## config.mk

```make
export PLATFORM = sky130hd
export DESIGN_NAME = segre_mem_arbiter
export DESIGN_NICKNAME = d
export VERILOG_FILES = /design/src/rtl/segre_pkg.sv /design/src/rtl/segre_arb_watchdog.sv /design/src/rtl/segre_mem_arbiter.sv
export SDC_FILE = /design/constraint.sdc
export NUM_CORES = 1
export LEC_CHECK = 0
export ABC_AREA = 1
export ABC_CLOCK_PERIOD_IN_PS = 23400
export BUFFER_PORTS_ARGS = -buffer_cell sky130_fd_sc_hd__buf_2
export CAP_MARGIN = 20
export CORE_AREA = 5 5 239 241
export DETAILED_ROUTE_END_ITERATION = 8
export DIE_AREA = 0 0 244 246
export REMOVE_ABC_BUFFERS = 1
export SETUP_SLACK_MARGIN = 0.1
export SKIP_CTS_REPAIR_TIMING = 1
export SYNTH_ARGS = -nofsm -noshare
export SYNTH_HDL_FRONTEND = slang
export SYNTH_SLANG_ARGS = --single-unit
```

## constraint.sdc

```tcl
create_clock -name clk_i -period 23.4 [get_ports clk_i]
set_input_delay 1.17 -clock clk_i [delete_from_list [all_inputs] [get_ports clk_i]]
set_output_delay 1.17 -clock clk_i [all_outputs]
set_load 0.02 [all_outputs]
```

## src/rtl/segre_pkg.sv

```systemverilog
// Shared types and sizing constants for the segre memory subsystem.
//   arb_state_e  : memory arbiter FSM states
//   requester_e  : identifies which cache owns a memory transaction
package segre_pkg;

  localparam int unsigned ADDR_SIZE             = 32;
  localparam int unsigned CACHE_LINE_SIZE_BYTES = 16;

  typedef enum logic [1:0] {
    IDLE,
    BUSY_IC,
    BUSY_DC,
    RESP
  } arb_state_e;

  typedef enum logic {
    REQ_IC,
    REQ_DC
  } requester_e;

endpackage

```

## src/rtl/segre_arb_watchdog.sv

```systemverilog
// Watchdog for an outstanding memory transaction.
//   clk_i, rst_i : clock, asynchronous active-high reset
//   clear        : hold the count at zero (asserted whenever no transaction is open)
//   enable       : count one cycle of an open transaction
//   expired      : high in the cycle the count equals TIMEOUT-1 (registered)
module segre_arb_watchdog #(
  parameter int unsigned TIMEOUT = 64
) (
  input  logic clk_i,
  input  logic rst_i,
  input  logic clear,
  input  logic enable,
  output logic expired
);

  localparam int unsigned CNT_W = $clog2(TIMEOUT);

  logic [CNT_W-1:0] count_q;

  // expired is raised one cycle early so it is a flop output aligned with count == TIMEOUT-1
  always_ff @(posedge clk_i or posedge rst_i) begin
    if (rst_i) begin
      count_q <= '0;
      expired <= 1'b0;
    end else if (clear) begin
      count_q <= '0;
      expired <= 1'b0;
    end else if (enable) begin
      count_q <= count_q + CNT_W'(1);
      expired <= (count_q == CNT_W'(TIMEOUT - 2));
    end
  end

endmodule

```

## src/rtl/segre_mem_arbiter.sv

```systemverilog
// Round-robin arbiter sharing the main-memory line port between the icache
// fill path and the dcache fill/writeback path.
//   clk_i, rst_i            : clock, asynchronous active-high reset
//   ic_rd_i, ic_addr_i      : icache fill request (level) and address
//   ic_ready_o              : icache one-cycle done pulse
//   dc_rd_i, dc_wr_i        : dcache fill / writeback requests (level)
//   dc_addr_i, dc_line_i    : dcache address and writeback line
//   dc_ready_o              : dcache one-cycle done pulse
//   line_o                  : returned fill line, valid with a ready pulse
//   mem_req_o .. mem_wdata_o: memory request, held stable until ack
//   mem_ack_i, mem_rdata_i  : memory acknowledge and read line (same cycle)
//   timeout_o               : sticky flag, a transaction never acknowledged
module segre_mem_arbiter #(
  parameter int unsigned ADDR_SIZE  = segre_pkg::ADDR_SIZE,
  parameter int unsigned LINE_BYTES = segre_pkg::CACHE_LINE_SIZE_BYTES,
  parameter int unsigned TIMEOUT    = 64
) (
  input  logic                    clk_i,
  input  logic                    rst_i,
  input  logic                    ic_rd_i,
  input  logic [ADDR_SIZE-1:0]    ic_addr_i,
  output logic                    ic_ready_o,
  input  logic                    dc_rd_i,
  input  logic                    dc_wr_i,
  input  logic [ADDR_SIZE-1:0]    dc_addr_i,
  input  logic [LINE_BYTES*8-1:0] dc_line_i,
  output logic                    dc_ready_o,
  output logic [LINE_BYTES*8-1:0] line_o,
  output logic                    mem_req_o,
  output logic                    mem_we_o,
  output logic [ADDR_SIZE-1:0]    mem_addr_o,
  output logic [LINE_BYTES*8-1:0] mem_wdata_o,
  input  logic                    mem_ack_i,
  input  logic [LINE_BYTES*8-1:0] mem_rdata_i,
  output logic                    timeout_o
);

  import segre_pkg::*;

  localparam int unsigned LINE_W = LINE_BYTES * 8;
  localparam logic [ADDR_SIZE-1:0] LINE_MASK = ~ADDR_SIZE'(LINE_BYTES - 1);

  arb_state_e            state_q, state_d;
  requester_e            last_grant_q, last_grant_d;
  logic                  mem_req_d, mem_we_d, ic_ready_d, dc_ready_d, timeout_d;
  logic [ADDR_SIZE-1:0]  mem_addr_d;
  logic [LINE_W-1:0]     mem_wdata_d, line_d;
  logic                  ic_pend, dc_pend, grant_dc, busy, wd_expired;

  assign ic_pend  = ic_rd_i;
  assign dc_pend  = dc_rd_i | dc_wr_i;
  // On a tie the side that did not complete last wins
  assign grant_dc = dc_pend & (~ic_pend | (last_grant_q == REQ_IC));
  assign busy     = (state_q == BUSY_IC) | (state_q == BUSY_DC);

  segre_arb_watchdog #(
    .TIMEOUT (TIMEOUT)
  ) u_watchdog (
    .clk_i   (clk_i),
    .rst_i   (rst_i),
    .clear   (~busy),
    .enable  (busy),
    .expired (wd_expired)
  );

  // State and output registers
  always_ff @(posedge clk_i or posedge rst_i) begin
    if (rst_i) begin
      state_q      <= IDLE;
      last_grant_q <= REQ_DC;
      mem_req_o    <= 1'b0;
      mem_we_o     <= 1'b0;
      mem_addr_o   <= '0;
      mem_wdata_o  <= '0;
      line_o       <= '0;
      ic_ready_o   <= 1'b0;
      dc_ready_o   <= 1'b0;
      timeout_o    <= 1'b0;
    end else begin
      state_q      <= state_d;
      last_grant_q <= last_grant_d;
      mem_req_o    <= mem_req_d;
      mem_we_o     <= mem_we_d;
      mem_addr_o   <= mem_addr_d;
      mem_wdata_o  <= mem_wdata_d;
      line_o       <= line_d;
      ic_ready_o   <= ic_ready_d;
      dc_ready_o   <= dc_ready_d;
      timeout_o    <= timeout_d;
    end
  end

  // Next-state and next-output logic
  always_comb begin
    state_d      = state_q;
    last_grant_d = last_grant_q;
    mem_req_d    = mem_req_o;
    mem_we_d     = mem_we_o;
    mem_addr_d   = mem_addr_o;
    mem_wdata_d  = mem_wdata_o;
    line_d       = line_o;
    ic_ready_d   = 1'b0;
    dc_ready_d   = 1'b0;
    timeout_d    = timeout_o;

    case (state_q)
      IDLE: begin
        if (ic_pend | dc_pend) begin
          mem_req_d = 1'b1;
          if (grant_dc) begin
            // A pending writeback goes first; the fill re-arbitrates afterwards
            state_d    = BUSY_DC;
            mem_we_d   = dc_wr_i;
            mem_addr_d = dc_addr_i & LINE_MASK;
            if (dc_wr_i) begin
              mem_wdata_d = dc_line_i;
            end
          end else begin
            state_d    = BUSY_IC;
            mem_we_d   = 1'b0;
            mem_addr_d = ic_addr_i & LINE_MASK;
          end
        end
      end

      BUSY_IC, BUSY_DC: begin
        if (mem_ack_i) begin
          mem_req_d = 1'b0;
          state_d   = RESP;
          if (!mem_we_o) begin
            line_d = mem_rdata_i;
          end
          if (state_q == BUSY_IC) begin
            ic_ready_d   = 1'b1;
            last_grant_d = REQ_IC;
          end else begin
            dc_ready_d   = 1'b1;
            last_grant_d = REQ_DC;
          end
        end else if (wd_expired) begin
          // Abandon silently; the requester still holds its level request
          timeout_d = 1'b1;
          mem_req_d = 1'b0;
          state_d   = IDLE;
        end
      end

      RESP: begin
        state_d = IDLE;
      end

      default: begin
        state_d = IDLE;
      end
    endcase
  end

endmodule

```

# --- Word-level counts from Yosys, hierarchy flattened ---
# Cells that the tools add are included.
# Widths: inputs -> output; s select.
totals:
  regBits: 303
  elab_cells: 57
op_classes:
  add_sub_neg: 1
  eq_ne: 6
  mux: 19
  bitwise: 9
  reduce_logical: 10
op_table:
  columns: ["op", "n"]
  rows:
  - ["$mux 32", 1]
  - ["$mux 1", 11]
  - ["$reduce_and 3->1", 3]
  - ["$mux 2", 4]
  - ["$add 6x1->6 const B", 1]
  - ["$eq 6x6->1 const B", 1]
  - ["$mux 6", 1]
  - ["$pmux 2 s3", 1]
  - ["$reduce_and 2->1", 3]
  - ["$eq 2x2->1 const B", 2]
  - ["$not 1->1", 4]
  - ["$or 1x1->1", 4]
  - ["$reduce_and 4->1", 1]
  - ["$ne 3x2->1 const B", 1]
  - ["$eq 2x1->1 const B", 1]
  - ["$logic_not 2->1", 1]
  - ["$ne 2x2->1 const B", 1]
  - ["$pmux 1 s2", 1]
  - ["$reduce_bool 2->1", 1]
  - ["$reduce_or 2->1", 1]
  - ["$and 1x1->1", 1]

# --- Logic depth before layout (Yosys ltp) ---
depth:
  ltp_word: 6
  ltp_mapped: 10
  mapped_depth_nobuf: 7

# --- By module ---
# Synthesis repeated with hierarchy kept, for this count alone.
unflattened:
  cells_unflattened: 1436
  area_unflattened_um2: 12346.8
by_module_without_submodules:
  columns: ["module", "n_inst", "cells_each", "area_each_um2", "seq_area_each_um2"]
  rows:
  - ["segre_mem_arbiter", 1, 1385, 11944.0, 7308.3]
  - ["segre_arb_watchdog", 1, 51, 402.9, 175.2]

# --- Worst setup path after synthesis ---
# Ideal clock, no wire load.
synth_path:
  path_type: "input-to-reg"
  startpoint: "input port dc_rd_i"
  endpoint: "register mem_addr_o[10]"
  setup_ps: 116
  t_arrival_ps: 1838
  slack_ps: 21445
  path_stages: 8
  path_buffers: 2
  path_cell_list: "nor2_1 -> nand2_1 -> nand2_1 -> inv_2 -> buf_4 -> buf_6 -> nand2_1 -> nand2_1"
synth_via:
  elab_chain_cells: 3
  elab_cells_between_ends: 5
  cone_classes: "mux (1); bitwise (3); reduce/logical (1)"
synth_rtl:
  columns: ["element", "line_no", "source"]
  rows:
  - ["start, declared", "segre_mem_arbiter.sv:23", "input logic dc_rd_i,"]
  - ["$or 1x1->1 *", "segre_mem_arbiter.sv:51", "assign dc_pend = dc_rd_i | dc_wr_i;"]
  - ["$and 1x1->1 / $or 1x1->1 (equally long branches)", "segre_mem_arbiter.sv:53, segre_mem_arbiter.sv:108", null]
  - ["$mux 32 / $reduce_and 2->1 (equally long branches)", null, null]
  - ["end signal, assigned", "segre_mem_arbiter.sv:84", "mem_addr_o <= mem_addr_d;"]
  - ["end, declared", "segre_mem_arbiter.sv:31", "output logic [ADDR_SIZE-1:0] mem_addr_o,"]
# Every way passes the cells marked *; elsewhere a longest branch is shown, timed or not.
# A chain may end at the register's enable or synchronous reset.

# --- Final worst setup path ---
layout_path:
  startpoint: "input port ic_rd_i"
  endpoint: "register mem_wdata_o[35]"
layout_via:
  elab_chain_cells: 4
  elab_cells_between_ends: 5
  cone_classes: "bitwise (4); reduce/logical (1)"
layout_rtl:
  columns: ["element", "line_no", "source"]
  rows:
  - ["start, declared", "segre_mem_arbiter.sv:20", "input logic ic_rd_i,"]
  - ["$not 1->1", "segre_mem_arbiter.sv:53", "assign grant_dc = dc_pend & (~ic_pend | (last_grant_q == REQ_IC));"]
  - ["$or 1x1->1", "segre_mem_arbiter.sv:53", null]
  - ["$and 1x1->1", "segre_mem_arbiter.sv:53", null]
  - ["$reduce_and 4->1 (no source line) *", null, null]
  - ["end signal, assigned", "segre_mem_arbiter.sv:85", "mem_wdata_o <= mem_wdata_d;"]
  - ["end, declared", "segre_mem_arbiter.sv:32", "output logic [LINE_BYTES*8-1:0] mem_wdata_o,"]
# Marks and branches as above.

==> impl_metrics.toml <==
[status]
status = "complete, no violations"

[power_and_ir_drop]
clkPwrFrac = 0.220
fin_total_pwr_mw = 2.52
p_int_mw = 1.42
switchingPower_mw = 1.10
pwr-share-comb = 0.429
leakage_nw = 9.89
p_sw_frac = 0.437
power_density_nw_per_um2 = 149
ir_drop_uv = 82.0
power_frac_seq = 0.351

[route]
drcViolationCount = 0
first_pass_iters = 5
vias = 11200
via_per_inst = 4.16
wl_per_cell_um = 15.0
wl_um = 40600
drt_iter0_markers = 469
drt.antenna.violating_nets = 0

[setup_path]
start_kind = "input port"
path_cells = "buf_2, nand2_2, nand3_4, buf_4, buf_4, buf_16, nand2_1, o21ai_0"
r2r-end = "mem_wdata_o[35]"
path_common_cell = "buf_4"
cp_slowest_stage_delay_ps = 750
critPathSlowestCell = "buf_4"
reg2regPathDepth = 7
regToRegStartpoint = "last_grant_q"
path_max_fanout = 123
worst_ep_arrival_time_ps = 3650
end_kind = "register"
r2r_slack_ps = 20430
path_class = "in -> reg"
required_ps = 23830

[sta]
worst_slew_pin_slew_ps = 1060
rsz0062_at_grt = "false"
hold_viol = 0
fmax_mhz = 310
relSlewSlack = 0.294
tns_ps = 0
worst_clock_skew_ps = 14.8
period_share = 0.138
finalCriticalPeriod_ps = 3220
final-setup-viol-count = 0
drv_slew = 0

[synthesis]
muxShareOfSynthArea = 0
yosysWarnings = 0
yosys.area_share.simple = 0.240
syn_area_sq_um = 12200
synth_top_area_share = 0.609
synth_xor_area_frac = 0
synth_top_family_by_area = "simple AND/OR/NAND/NOR gates"
synth_seq_area_share = 0.611
synthAdderAreaFrac = 0.00511
synth_compound_area_frac = 0.0563
avgSynthCellArea_sq_um = 8.72
yosys.area.top_type = "dfrtp_1"
netlist_instances = 1404
synthDistinctLibCells = 24
ys_seq_elements = 299
synthTopCellsByArea = "dfrtp_1, nand2_1, nand3_1, o21ai_0, inv_1"

[global_routing]
grtUsageTotal = 0.128
grt_pass1_wl_um = 62500
overflow = 0
antenna_found_initial = 4
grt_max_degree = 138
grt_pass1_vias = 11300

[cells_and_area]
final_common_cell = "buf_2"
areaGrowthSynthToFinish_pct = 38.5
layout_common_cells = "buf_2, nand2_1, dfrtp_1"
fin_nets = 2300
drive_above_1_share = 0.340
final_util = 0.310

[clock_tree]
cts_tree = "built"
clk_latency_ps = 520
path_clk_slew_ps = 60
cts.sinks = 299
cts-buffers-inserted = 36
clk_path_buf_depth = 3
htreeDepth = 2
root_buffer = "clkbuf_16"

[job]
drv_cap = 0

[floorplan]
io_pins = 619
die_h_um = 246
initial_core_util = 0.224
core-area_sq_um = 54700
fp-row-count = 86
dieArea_sq_um = 60000
die_x_um = 244

[hold_path]
hold_start = "line_o[36]"
min_delay_path_depth = 2
hold_path.class = "reg -> reg"
min_to = "line_o[36]"

[place]
io_buffers = 606
hpwl_um = 30100
gp_congestion = 0.883
-- power groups by stage --
stage	combinational, mW	clock (mW)	sequential (mW)
floorplan	0.375	0	1.17
global placement	1.08	0	0.879
detailed placement	1.10	0	0.888
CTS	1.10	0.574	0.885
global route	1.19	0.594	0.915
finish	1.08	0.553	0.884
-- cells by family (layout without fill, tap and decap cells) --
family / count (synthesis) / after routing
other: 1 / 8
adder cells (fa/ha/maj): 5 / 5
AO/OA/AOI/OAI: 137 / 137
buffers and inverters: 238 / 823
AND/OR/NAND/NOR: 724 / 724
flip-flops: 299 / 299
-- flip-flops by register name, summed over array words and instances, names as in the netlist, 2 cells and up --
signal and cells:
line_o 128, mem_addr_o 28, mem_wdata_o 128, state_q 2
u_watchdog.count_q 6
-- layout make-up --
cell class	instances	area (sq um)
Tap cell	704	881
Clock buffer	51	1020
Fill cell	5833	37700
Multi-Input combinational cell	870	3720
Inverter	148	568
Timing Repair Buffer	614	3130
Sequential cell	299	7480
Clock inverter	10	135
Antenna cell	4	10.0
-- cells in the mapped netlist, drive strengths merged --
cell    number
nand2      550
nand3b       1
a31o         1
dfstp        1
dfrtp      298
inv        148
nand3      164
a21oi        3
o21ai      133
or2          1
nor3         1
buf         67
clkbuf      23
conb         1
nor2         7
ha           5
-- critical path, delay by kind of cell --
kind / cells / cell delay (ps)
buf+inv: 4 / 1520
simple gates: 3 / 770
compound gates: 1 / 110
-- stage by stage --
| stage | hold slack (ps) | setup slack (ps) | instances | instance area (sq um) |
|---|---|---|---|---|
| after floorplan | 449 | 13970 | 1317 | 11700 |
| after global placement | 447 | 19270 | 2634 | 15800 |
| after detailed placement | 453 | 19180 | 2634 | 15800 |
| after CTS | 467 | 19750 | 2695 | 16900 |
| after global routing | 475 | 19850 | 2696 | 16900 |
| final | 463 | 20180 | 2700 | 16900 |
-- worst max-delay path by stage --
stage / start / to / cells past startpoint
6_report: ic_rd_i / mem_wdata_o[35] / 8
5_1_grt: ic_rd_i / mem_wdata_o[84] / 7
4_1_cts: ic_rd_i / mem_wdata_o[35] / 7
3_5_place_dp: ic_rd_i / mem_wdata_o[68] / 6
3_3_place_gp: ic_rd_i / mem_wdata_o[82] / 6
2_1_floorplan: rst_i / dc_ready_o / 1
-- layer usage --
metal | track usage | wire, um | vias up
met5 | 0 | 13 | -
met4 | 0.0433 | 1240 | 2
met3 | 0.0418 | 3470 | 68
met2 | 0.217 | 19600 | 449
met1 | 0.155 | 16300 | 5237
li1 | - | - | 5474
Note: power is estimated with default switching activity, not from simulation.
